File: src/rtl/stv_sync_fifo_wm_pkg.sv
`default_nettype none
// ----------------------------------------------------------------------------
// stv_sync_fifo_wm_pkg : shared helpers for the watermark sync FIFO slice
// Rev 1.0
// ----------------------------------------------------------------------------
package stv_sync_fifo_wm_pkg;

  // Modulo-N successor; lets pointers wrap at non-power-of-2 depths.
  function automatic int wrap_next(input int value, input int modulus);
    return (value == modulus - 1) ? 0 : value + 1;
  endfunction

endpackage
`default_nettype wire

File: src/rtl/stv_sync_fifo_wm_wrap_ctr.sv
`default_nettype none
// ----------------------------------------------------------------------------
// stv_wrap_ctr : modulo-N counter with synchronous clear and increment
// Rev 1.0
// ----------------------------------------------------------------------------
module stv_wrap_ctr
  import stv_sync_fifo_wm_pkg::*;
#(
  parameter int N = 6,
  parameter int W = 3
) (
  input  logic         clk,
  input  logic         arst_n,
  input  logic         clr_i,
  input  logic         inc_i,
  output logic [W-1:0] val_o
);

  logic [W-1:0] val_q;
  logic [W-1:0] val_d;

  always_comb begin
    val_d = val_q;
    if (clr_i) begin
      val_d = '0;
    end else if (inc_i) begin
      val_d = W'(wrap_next(int'(val_q), N));
    end
  end

  always_ff @(posedge clk or negedge arst_n) begin
    if (!arst_n) begin
      val_q <= '0;
    end else begin
      val_q <= val_d;
    end
  end

  assign val_o = val_q;

endmodule
`default_nettype wire

File: src/rtl/stv_sync_fifo_wm.sv
`default_nettype none
// ----------------------------------------------------------------------------
// stv_sync_fifo_wm : any-depth ready/valid FIFO with flush, watermarks and HWM
// Rev 1.0
// ----------------------------------------------------------------------------
module stv_sync_fifo_wm
  import stv_sync_fifo_wm_pkg::*;
#(
  parameter  int WIDTH       = 8,
  parameter  int DEPTH       = 6,
  parameter  bit FLOWTHROUGH = 1'b0,
  localparam int PTRWIDTH    = $clog2(DEPTH),
  localparam int CNTWIDTH    = $clog2(DEPTH + 1)
) (
  input  logic                clk,
  input  logic                arst_n,
  input  logic                flush,
  input  logic                wvalid,
  output logic                wready,
  input  logic [WIDTH-1:0]    wdata,
  input  logic                rready,
  output logic                rvalid,
  output logic [WIDTH-1:0]    rdata,
  input  logic [CNTWIDTH-1:0] afull_thresh,
  input  logic [CNTWIDTH-1:0] aempty_thresh,
  output logic                empty,
  output logic                full,
  output logic                almost_full,
  output logic                almost_empty,
  output logic [CNTWIDTH-1:0] count,
  output logic [CNTWIDTH-1:0] hwm
);

  localparam logic [CNTWIDTH-1:0] C_DEPTH_CNT = CNTWIDTH'(DEPTH);

  logic [PTRWIDTH-1:0] w_wptr;
  logic [PTRWIDTH-1:0] w_rptr;
  logic [CNTWIDTH-1:0] count_q;
  logic [CNTWIDTH-1:0] count_d;
  logic [CNTWIDTH-1:0] hwm_q;
  logic [CNTWIDTH-1:0] hwm_d;
  logic                w_writing;
  logic                w_reading;
  logic                w_ft_rd;
  logic [WIDTH-1:0]    mem_q [DEPTH];

  if (DEPTH < 2) begin : g_depth_chk
    $fatal(1, "stv_sync_fifo_wm: DEPTH must be >= 2");
  end

  // Status comes only from the registered count, never from this cycle's handshake.
  assign empty        = (count_q == '0);
  assign full         = (count_q == C_DEPTH_CNT);
  assign almost_full  = (count_q >= afull_thresh);
  assign almost_empty = (count_q <= aempty_thresh);
  assign count        = count_q;
  assign hwm          = hwm_q;

  assign w_ft_rd   = FLOWTHROUGH && rready;
  assign wready    = !flush && (!full || w_ft_rd);
  assign rvalid    = !flush && (!empty || (FLOWTHROUGH && wvalid));
  assign w_reading = !flush && rready && !empty;
  // An empty flowthrough pass-through bypasses storage, so it is not a write.
  assign w_writing = !flush && wvalid && (w_ft_rd ? !empty : !full);

  if (FLOWTHROUGH) begin : g_ft
    assign rdata = empty ? wdata : mem_q[w_rptr];
  end else begin : g_no_ft
    assign rdata = mem_q[w_rptr];
  end

  stv_wrap_ctr #(.N(DEPTH), .W(PTRWIDTH)) u_wptr (
    .clk    (clk),
    .arst_n (arst_n),
    .clr_i  (flush),
    .inc_i  (w_writing),
    .val_o  (w_wptr)
  );

  stv_wrap_ctr #(.N(DEPTH), .W(PTRWIDTH)) u_rptr (
    .clk    (clk),
    .arst_n (arst_n),
    .clr_i  (flush),
    .inc_i  (w_reading),
    .val_o  (w_rptr)
  );

  always_comb begin
    count_d = count_q + CNTWIDTH'(w_writing) - CNTWIDTH'(w_reading);
    hwm_d   = (count_d > hwm_q) ? count_d : hwm_q;
    if (flush) begin
      count_d = '0;
      hwm_d   = '0;
    end
  end

  always_ff @(posedge clk or negedge arst_n) begin
    if (!arst_n) begin
      count_q <= '0;
      hwm_q   <= '0;
    end else begin
      count_q <= count_d;
      hwm_q   <= hwm_d;
    end
  end

  always_ff @(posedge clk) begin
    if (w_writing) begin
      mem_q[w_wptr] <= wdata;
    end
  end

  a_count_range: assert property (@(posedge clk) disable iff (!arst_n) count_q <= C_DEPTH_CNT)
    else $error("stv_sync_fifo_wm: count exceeds DEPTH");

endmodule
`default_nettype wire

File: config.mk
export PLATFORM = sky130hd
export DESIGN_NAME = stv_sync_fifo_wm
export DESIGN_NICKNAME = d
export VERILOG_FILES = /design/src/rtl/stv_sync_fifo_wm_pkg.sv /design/src/rtl/stv_sync_fifo_wm_wrap_ctr.sv /design/src/rtl/stv_sync_fifo_wm.sv
export SDC_FILE = /design/constraint.sdc
export NUM_CORES = 1
export LEC_CHECK = 0
export BUFFER_PORTS_ARGS = -buffer_cell sky130_fd_sc_hd__buf_2
export CAP_MARGIN = 20
export CORE_MARGIN = 2
export CORE_UTILIZATION = 45
export DETAILED_ROUTE_END_ITERATION = 8
export PLACE_DENSITY = 0.66
export RECOVER_POWER = 25
export SLEW_MARGIN = 0
export SYNTH_ARGS = -nofsm -noshare
export SYNTH_HDL_FRONTEND = slang
export SYNTH_SLANG_ARGS = --single-unit
File: constraint.sdc
create_clock -name clk -period 9.2 [get_ports clk]
set_clock_uncertainty 0.15 [all_clocks]
set_input_delay 2.76 -clock clk [delete_from_list [all_inputs] [get_ports clk]]
set_output_delay 2.76 -clock clk [all_outputs]
set_load 0.02 [all_outputs]
==> results of run 1 <==
-- final timing paths --
kind                                   end  depth (start not counted)  slack, ps
min reg2reg                u_wptr.val_o[2]                          2        430
max reg2reg                         hwm[1]                         12       5640
min                        u_wptr.val_o[2]                          2        430
max in group asynchronous  u_wptr.val_o[0]                          1       6160
max                           almost_empty                          7       2520
min in group asynchronous         count[1]                          1       2290
-- flip-flops by register name, indices dropped and copies added, names as in the netlist --
name	count
count	3
hwm	3
mem_q	48
u_rptr.val_o	3
u_wptr.val_o	3
-- cell families after synthesis --
kind of cell | count (synthesis) | share of synthesized area (%)
AOI/OAI and AO/OA | 24 | 6.31
muxes | 18 | 11.4
DFF | 60 | 63.7
and+or+nand+nor | 43 | 7.73
adders and majority gates | 12 | 5.76
buffers and inverters | 22 | 3.89
xor gates and xnor gates | 2 | 1.19
-- layout make-up --
class / count / area, µm²
flip-flops and latches: 60 / 1740
repair buffers: 42 / 214
inverters: 16 / 60.1
multi-input cells: 99 / 887
clock buffers: 9 / 124
fillers: 494 / 2700
clock inverters: 7 / 67.6
well taps: 75 / 93.8
-- per-layer routing --
| layer | share of wire (%) | global-route usage, % | vias up |
|---|---|---|---|
| li1 | - | - | 783 |
| met1 | 46 | 19.6 | 780 |
| met2 | 48 | 24.1 | 25 |
| met3 | 3.8 | 5.27 | 10 |
| met4 | 2.2 | 8.50 | 0 |
| met5 | 0 | 0 | - |
-- critical path: cells and delay by family --
| kind | cells | cell delay, ps |
|---|---|---|
| buffers and inverters | 3 | 290 |
| adders and majority gates | 1 | 290 |
| and+or+nand+nor | 1 | 130 |
| AOI/OAI and AO/OA | 2 | 290 |
-- metrics by stage --
step	hold WS [ps]	cell area (µm²)	cells
2_1_floorplan	391	2740	181
3_3_place_gp	412	3000	292
3_5_place_dp	415	3000	292
4_1_cts	424	3190	308
5_1_grt	441	3190	308
6_report	427	3190	308
-- power breakdown --
| part | switching (mW) | internal [mW] |
|---|---|---|
| Sequential | 0.0351 | 0.310 |
| Clock | 0.103 | 0.123 |
| Combinational | 0.134 | 0.120 |
-- Yosys cell counts (all sizes together) --
master | n | area share (%)
nor2b | 2 | 0.46
or4 | 1 | 0.27
mux2 | 2 | 0.82
o311ai | 2 | 1.3
o21ai | 3 | 0.55
ha | 11 | 5.0
and3b | 1 | 0.32
nand2b | 1 | 0.23
nand4 | 1 | 0.23
xor3 | 1 | 0.87
nand2 | 4 | 0.55
nand3 | 5 | 0.91
a21oi | 11 | 2.2
nor3b | 1 | 0.27
mux2i | 8 | 2.9
nor2 | 17 | 2.3
or3 | 1 | 0.23
o21a | 1 | 0.27
dfrtp | 12 | 11
or3b | 1 | 0.32
o2111ai | 1 | 0.32
o31ai | 1 | 0.27
clkbuf | 4 | 0.55
xor2 | 1 | 0.32
fa | 1 | 0.73
mux4 | 8 | 7.7
edfxtp | 48 | 53
buf | 2 | 1.1
o32ai | 2 | 0.64
and2 | 1 | 0.23
inv | 16 | 2.2
nor3 | 6 | 1.1
nand3b | 1 | 0.27
a21o | 3 | 0.82
==> run metrics, run 1 <==
vias in the first global route 1524; Slew @ Worst Pin 988 ps; post-synthesis register bit count 60; Yosys warnings 0; startpoint types primary input; RSZ-0062 raised after global routing no; initial DRC count 100; outcome finished clean; Final Hold Viols 0; Worst-path clk slew 60 ps; Cells after Synth 181; n_diodes 0; Buffers on Ports 38; CP max stage delay 290 ps; CP startpoint aempty_thresh[1]; die height 82.0 µm; clock buffer depth 2; initial antenna violation count 0; area grow syn2layout 16.6%; required time of the critical path 6290 ps; Setup violations, final 0; total track usage 15.7%; Setup CP Type in2out; syn avg cell area 15.1 µm²; Max IR drop VDD 0.000188 V; Crit-path slowest cell ha_1; first-pass GRT wire length 7.33 mm; Slew Limit Fails 0; MaxCap Viol Count 0; Die Wd 82.0 µm; worst r2r src count[1]; dpl hpwl 3.16 mm; Starting Density 46.5%; largest net degree at the start of global routing 20; CTS resizes 0; final WL 4.75 mm; minimum clock period 6680 ps; crit share post-route 72.6%; DRC 0; H-Tree Level Count 3; drt wl/cell 15.4 µm; synthesized cell area 2740 µm²; nets@finish 259; most frequent cells in the layout edfxtp_1, buf_2, nor2_1, inv_1, dfrtp_1; most used cell, CP buf_2; Hold Path Class reg2reg; Worst Path Max Fanout 2; post-route ant nets 0; Initial DRT Pass Iterations 4; power per cell area 259 nW/µm²; CTS buffer count 9; Ports 39; Post-CTS Setup Inserts 0; Clk Latency, worst-skew pair 330 ps; Crit. End Element output port; die area 6720 µm²; Sink Count 60; Site Rows 28; DR vias 1598; register area share after synthesis 63.7%; setup TNS 0 ps; fmax 150 MHz; share of cells above drive strength 1 24.0%; global route total overflow 0; Final Power 0.825 mW; RePlAce Congestion 0.682; Final WS setup 2520 ps; leakage 1.27 nW; crit path cell chain buf_2, inv_1, ha_1, nor2b_1, o21a_1, o21ai_0, buf_2; post-layout util 54.2%; Worst Hold Launch u_wptr.val_o[2]; slew margin rel. 34.1%; hold buffers post-CTS 0; vias per inst 5.19; syn_nets 212; Setup WS pre-CTS 2520 ps; Core ar. 5890 µm²; most common library cell in the layout ignoring fill and taps edfxtp_1; Root Buffer clkbuf_8; Arr. time, crit path 3770 ps; Synth cell types 37; CTS tree done
Note: power is estimated with default switching activity, not from simulation.
==> inputs of run 2 (changes only) <==
- PLACE_DENSITY: 0.66 -> 0.69
- clock period: 9.2 -> 5.6 ns (I/O delays scaled with it)
==> run 2 against run 1 <==
Net effect: core utilization decreased by 0.32 points; final cell count grew 0.32%; largest power group unchanged; highest routed layer unchanged; sequential share of layout area up 0.32 points; sequential power rose by 63%; count of clock-buffer cells in the layout is the same; register-to-register slack worse by 3600 ps.
==> run metrics, run 2 (synthesis gave the netlist of run 1 again) <==
most common library cell in the layout ignoring fill and taps edfxtp_1 (unchanged); Die Wd 82.0 µm (unchanged); minimum clock period 4510 ps; Slew @ Worst Pin 847 ps (was 988 ps); Crit-path slowest cell ha_1 (unchanged); Root Buffer clkbuf_8 (unchanged); crit share post-route 80.5%; Arr. time, crit path 2680 ps (was 3770 ps); vias per inst 5.11 (was 5.19); Crit. End Element output port (unchanged); RSZ-0062 raised after global routing no (unchanged); leakage 1.26 nW (was 1.27 nW); CP max stage delay 280 ps (was 290 ps); Initial DRT Pass Iterations 4 (unchanged); Site Rows 28 (unchanged); Worst-path clk slew 60 ps (about the same); H-Tree Level Count 3 (unchanged); RePlAce Congestion 0.775 (was 0.682); vias in the first global route 1422 (was 1524); Final Hold Viols 0 (unchanged); MaxCap Viol Count 0 (unchanged); die area 6720 µm² (unchanged); total track usage 15.1% (was 15.7%); CTS resizes 0 (unchanged); final WL 4.58 mm (was 4.75 mm); most frequent cells in the layout edfxtp_1, buf_2, nor2_1, inv_1, dfrtp_1 (unchanged); Slew Limit Fails 0 (unchanged); Setup WS pre-CTS 889 ps (was 2520 ps); clock buffer depth 2 (unchanged); Flop pwr share 42.8% (was 41.8%); required time of the critical path 3770 ps (was 6290 ps); Ports 39 (unchanged); Worst Hold Launch u_wptr.val_o[2] (unchanged); hold buffers post-CTS 0 (unchanged); CP delay by family, top buffers and inverters (unchanged); DRC 0 (unchanged); Worst Path Max Fanout 2 (unchanged); fmax 222 MHz; startpoint types primary input (unchanged); Core ar. 5890 µm² (unchanged); Buffers on Ports 38 (unchanged); global route total overflow 0 (unchanged); slew margin rel. 43.5% (was 34.1%); setup TNS 0 ps (unchanged); R2R depth 12 (unchanged); dpl hpwl 3.08 mm (was 3.16 mm); power per cell area 415 nW/µm² (was 259 nW/µm²); fin area 3170 µm² (was 3190 µm²); DR vias 1578 (was 1598); internal power 0.867 mW (was 0.553 mW); die height 82.0 µm (unchanged); Final WS setup 1090 ps (was 2520 ps); CTS buffer count 9 (unchanged); outcome finished clean (unchanged); r2r endpoint hwm[0] (was hwm[1]); initial DRC count 92 (was 100); Most flops, register mem_q (unchanged); most used cell, CP buf_2 (unchanged); Hold Path End u_wptr.val_o[2] (unchanged); reg-to-reg slack, setup 2030 ps (was 5640 ps); Final Power 1.32 mW (was 0.825 mW); Sink Count 60 (unchanged); Setup violations, final 0 (unchanged); share of cells above drive strength 1 23.9% (was 24.0%); clock network fraction of total power 24.5% (was 27.5%); Clk Latency, worst-skew pair 330 ps (about the same); worst r2r src count[1] (unchanged); Starting Density 46.5% (unchanged); CTS tree done (unchanged); initial antenna violation count 0 (unchanged); post-route ant nets 0 (unchanged); worst path bufs/invs 3 (unchanged); drt wl/cell 14.8 µm (was 15.4 µm); Setup CP Type in2out (unchanged); hold depth 2 (unchanged); switching part of the total power 34.1% (was 33.0%); n_diodes 0 (unchanged); largest net degree at the start of global routing 20 (unchanged); Max IR drop VDD 0.000224 V (was 0.000188 V); Comb pwr share 32.6% (was 30.7%); max reg flops 48 (unchanged); Placed Area 3010 µm² (was 3000 µm²); Hold Path Class reg2reg (unchanged); area grow syn2layout 15.9% (was 16.6%); crit path cell chain buf_2, inv_1, ha_1, nor2b_1, o21a_1, o21ai_0, buf_2 (unchanged); Switch Pwr 0.448 mW (was 0.272 mW); first-pass GRT wire length 7.08 mm (was 7.33 mm); nets@finish 260 (was 259); Post-CTS Setup Inserts 0 (unchanged)
-- run 2: cell count changes in the layout (fill, tap and decap cells not counted) --
cell | before | now
buf_2 | 33 | 32
buf_4 | 4 | 5
clkinv_2 | 2 | 3
clkbuf_1 | 5 | 6
inv_6 | 0 | 1
clkinv_4 | 1 | 0
bufinv_16 | 1 | 0
-- run 2: through the flow --
stage / utilization [%] / cells / hold WS (ps)
floorplan: - / 181 / 391
global placement: 51.1 / 293 / 416
detailed placement: 51.1 / 293 / 418
CTS: 54.0 / 309 / 424
global route: 53.8 / 309 / 471
finish: 53.8 / 309 / 425
-- run 2: worst register-to-register path, stage by stage (launching register included) --
cell     delay [ps]
dfrtp_1         510
o31ai_1         400
nor2_1           80
ha_1            290
inv_1            50
ha_1            130
inv_1            50
fa_1            360
xor3_1          230
ha_1            320
and3b_1         220
o21ai_0         290
mux2_2          370
-- run 2: how the worst max path moves through the flow --
stage | start | to | slack, ps | cells past startpoint
after CTS | aempty_thresh[1] | almost_empty | 1090 | 7
after floorplan | aempty_thresh[1] | almost_empty | 1030 | 5
after detailed placement | flush | hwm[0] | 890 | 13
after global placement | flush | hwm[0] | 960 | 13
after global routing | aempty_thresh[1] | almost_empty | 1010 | 7
final | aempty_thresh[1] | almost_empty | 1090 | 7
-- run 2: area by class of cell --
type	instances	area [µm²]
multi-input combinational	99	887
inverter	16	60.1
fill	507	2720
tap	75	93.8
sequential	60	1740
clock buffer	9	124
timing repair buffer	43	220
clock inverter	7	42.5
-- run 2: metal layers --
layer  share of wire [%]  vias to the layer above  global-route usage (%)
met5                   0                        -                       0
met4                 2.1                        0                    9.00
met3                 3.7                        7                    4.29
met2                  48                       28                    22.1
met1                  47                      758                    19.9
li1                    -                      785                       -
-- run 2: power groups by stage --
| stage | logic, mW | registers [mW] | clock network [mW] |
|---|---|---|---|
| after floorplan | 0.336 | 0.563 | 0 |
| after global placement | 0.419 | 0.574 | 0 |
| after detailed placement | 0.431 | 0.575 | 0 |
| after CTS | 0.434 | 0.566 | 0.334 |
| after global routing | 0.479 | 0.569 | 0.352 |
| final | 0.429 | 0.564 | 0.323 |
==> inputs of run 3 (changes only) <==
- ABC_AREA: not set -> 1
- clock period: 5.6 -> 3.7 ns (I/O delays scaled with it)
==> run 3 against run 2 <==
Net effect: non-clock buffer count up 5; critical path depth down 1; global-route usage up 2.9 points; worst setup slack worse by 690 ps; hold slack worse by 30 ps; via count up 27%; first-iteration DRC count up 61%; routed wire length up 21%; sequential cell count unchanged; count of clock-buffer cells in the layout unchanged; highest routed layer unchanged; die area up 1.7%.
==> run metrics, run 3 <==
CTS resizes 0 (unchanged); Setup WS pre-CTS 24.4 ps (was 889 ps); asr flop ratio synth 20.0% (unchanged); global route total overflow 0 (unchanged); Slew Limit Fails 0 (unchanged); Hold Path Class reg2reg (unchanged); metal2 WL 2.73 mm (was 2.18 mm); Post-CTS Setup Inserts 0 (unchanged); Starting Density 46.7% (was 46.5%); vias per inst 5.06 (was 5.11); area grow syn2layout 16.3% (was 15.9%); first-pass GRT wire length 8.86 mm (was 7.08 mm); minimum clock period 3300 ps; Placed Instances 381 (was 293); crit path cell chain inv_4, nor2_1, nor3_1, o21ai_1, nand2_1, buf_2 (was buf_2, inv_1, ha_1, nor2b_1, o21a_1, o21ai_0, buf_2); routed wl met3 217 µm (was 169 µm); power per cell area 615 nW/µm² (was 415 nW/µm²); most frequent cells in the layout nand2_1, edfxtp_1, nor2_1, buf_2, inv_1 (was edfxtp_1, buf_2, nor2_1, inv_1, dfrtp_1); share of cells above drive strength 1 19.9% (was 23.9%); post-synthesis register bit count 60 (unchanged); die area 6830 µm² (was 6720 µm²); vias in the first global route 1939 (was 1422); leakage 1.40 nW (was 1.26 nW); Die Wd 82.6 µm (was 82.0 µm); syn avg cell area 10.5 µm² (was 15.1 µm²); Buffers on Ports 38 (unchanged); clock network fraction of total power 23.6% (was 24.5%); clock buffer depth 2 (unchanged); fillers 536 (was 507); dpl hpwl 3.75 mm (was 3.08 mm); M1 WL 2.46 mm (was 2.13 mm); CTS tree done (unchanged); Top Metal Used met4 (unchanged); Crit-path slowest cell dfrtp_1 (was ha_1); DR vias 2009 (was 1578); Post-synth EDFFs 48 (unchanged); slew margin rel. 46.6% (was 43.5%); Cells after Synth 266 (was 181); fmax 303 MHz; Crit. End Element output port (unchanged); Clk Latency, worst-skew pair 330 ps (about the same); Synth area leader edfxtp_1 (unchanged); nets@finish 348 (was 260); drt wl/cell 14.0 µm (was 14.8 µm); Switch Pwr 0.747 mW (was 0.448 mW); crit share post-route 89.3%; Arr. time, crit path 2040 ps (was 2680 ps); die height 82.6 µm (was 82.0 µm); register area share after synthesis 62.6% (was 63.7%); Setup CP Type reg2out (was in2out); Root Buffer clkbuf_8 (unchanged); total track usage 18.0% (was 15.1%); MaxCap Viol Count 0 (unchanged); Most used DFF post-synth edfxtp_1 (unchanged); n_diodes 0 (unchanged); hold buffers post-CTS 0 (unchanged); startpoint types flip-flop (was primary input); RSZ-0062 raised after global routing no (unchanged); non-filler instance count after layout 397 (was 309); Yosys warnings 0 (unchanged); outcome finished clean (unchanged); RePlAce Congestion 0.847 (was 0.775); initial antenna violation count 0 (unchanged); Sink Count 60 (unchanged); Site Rows 28 (unchanged); Synth cell types 21 (was 37); synthesized cell area 2780 µm² (was 2740 µm²); Synth area leaders edfxtp_1, dfrtp_1, nand2_1 (was edfxtp_1, dfrtp_1, mux4_1); Ports 39 (unchanged); Comb pwr share 33.8% (was 32.6%); CP max stage delay 860 ps (was 280 ps); setup TNS 0 ps (unchanged); initial DRC count 148 (was 92); largest net degree at the start of global routing 24 (was 20); Final Hold Viols 0 (unchanged); Worst Path Max Fanout 23 (was 2); post-route ant nets 0 (unchanged); internal power 1.24 mW (was 0.867 mW); required time of the critical path 2440 ps (was 3770 ps); top post-synthesis cells by count edfxtp_1, nand2_1, nor2_1 (was edfxtp_1, nor2_1, inv_1); switching part of the total power 37.6% (was 34.1%); Final WS setup 398 ps (was 1090 ps); Slew @ Worst Pin 802 ps (was 847 ps); Most flops, register mem_q (unchanged); Setup violations, final 0 (unchanged); reg-to-reg slack, setup 690 ps (was 2030 ps); max reg flops 48 (unchanged); H-Tree Level Count 3 (unchanged); post-layout util 54.3% (was 53.8%); Worst-path clk slew 60 ps (about the same); Initial DRT Pass Iterations 4 (unchanged); syn_nets 297 (was 212); top cell type's share of synthesized area 51.8% (was 52.7%); final WL 5.55 mm (was 4.58 mm); Core ar. 5960 µm² (was 5890 µm²); Max IR drop VDD 0.000261 V (was 0.000224 V); Flop pwr share 42.6% (was 42.8%); DRC 0 (unchanged); CTS buffer count 9 (unchanged)
run 3: cell types whose count changed after synthesis, moves of 8 or more:
cell / before / now
nand2_1: 4 / 48
nor2_1: 17 / 41
o21ai_0: 3 / 16
o21ai_1: 0 / 11
inv_1: 16 / 25
mux2i_1: 8 / 0
mux4_1: 8 / 0
nand3_1: 5 / 13
run 3: path summary, 6_finish.rpt:
check,from,to,cells after the start
hold reg to reg,hwm[1],hwm[1],2
setup reg to reg,count[1],hwm[1],20
setup / recovery,u_rptr.val_o[0],rdata[6],6
max in group asynchronous,arst_n,u_wptr.val_o[2],1
min in group asynchronous,arst_n,count[0],1
hold / removal,hwm[1],hwm[1],2
run 3: critical path: cells and delay by family, from the launching register on:
family                 cells  cell delay, ps
DFF                        1             860
buffers and inverters      2             400
AOI/OAI and AO/OA          1             160
and+or+nand+nor            3             280
run 3: final cells by class:
type	instances	area, µm²	share of cell area (%)
clock buffer	9	124	3.83
clock inverter	7	33.8	1.04
inverter	28	108	3.32
multi-input combinational	170	878	27.1
sequential	60	1740	53.8
tap	75	93.8	2.90
timing repair buffer	48	258	7.96
run 3: per-stage QoR:
step / power [mW] / cell area (µm²) / hold WS, ps
2_1_floorplan: 1.36 / 2780 / 375
3_3_place_gp: 1.52 / 3090 / 376
3_5_place_dp: 1.54 / 3090 / 382
4_1_cts: 2.01 / 3240 / 400
5_1_grt: 2.14 / 3240 / 421
6_report: 1.99 / 3240 / 395
run 3: cells by family (layout without fill, tap and decap cells):
| kind of cell | after synthesis | after routing | share of synthesized area [%] |
|---|---|---|---|
| buffers and inverters | 36 | 92 | 6.52 |
| and+or+nand+nor | 121 | 121 | 18.5 |
| AOI/OAI and AO/OA | 37 | 37 | 6.74 |
| adders and majority gates | 12 | 12 | 5.67 |
| DFF | 60 | 60 | 62.6 |
run 3: layer usage:
metal | vias up | global-route usage [%]
met5 | - | 0
met3 | 14 | 4.78
li1 | 1007 | -
met2 | 37 | 29.7
met4 | 0 | 7.54
met1 | 951 | 22.3
run 3: power by group through the flow:
stage	combinational [mW]	sequential, mW	clock, mW
2_1_floorplan	0.520	0.839	0
3_3_place_gp	0.662	0.860	0
3_5_place_dp	0.679	0.861	0
4_1_cts	0.682	0.847	0.478
5_1_grt	0.769	0.854	0.514
6_report	0.673	0.847	0.470
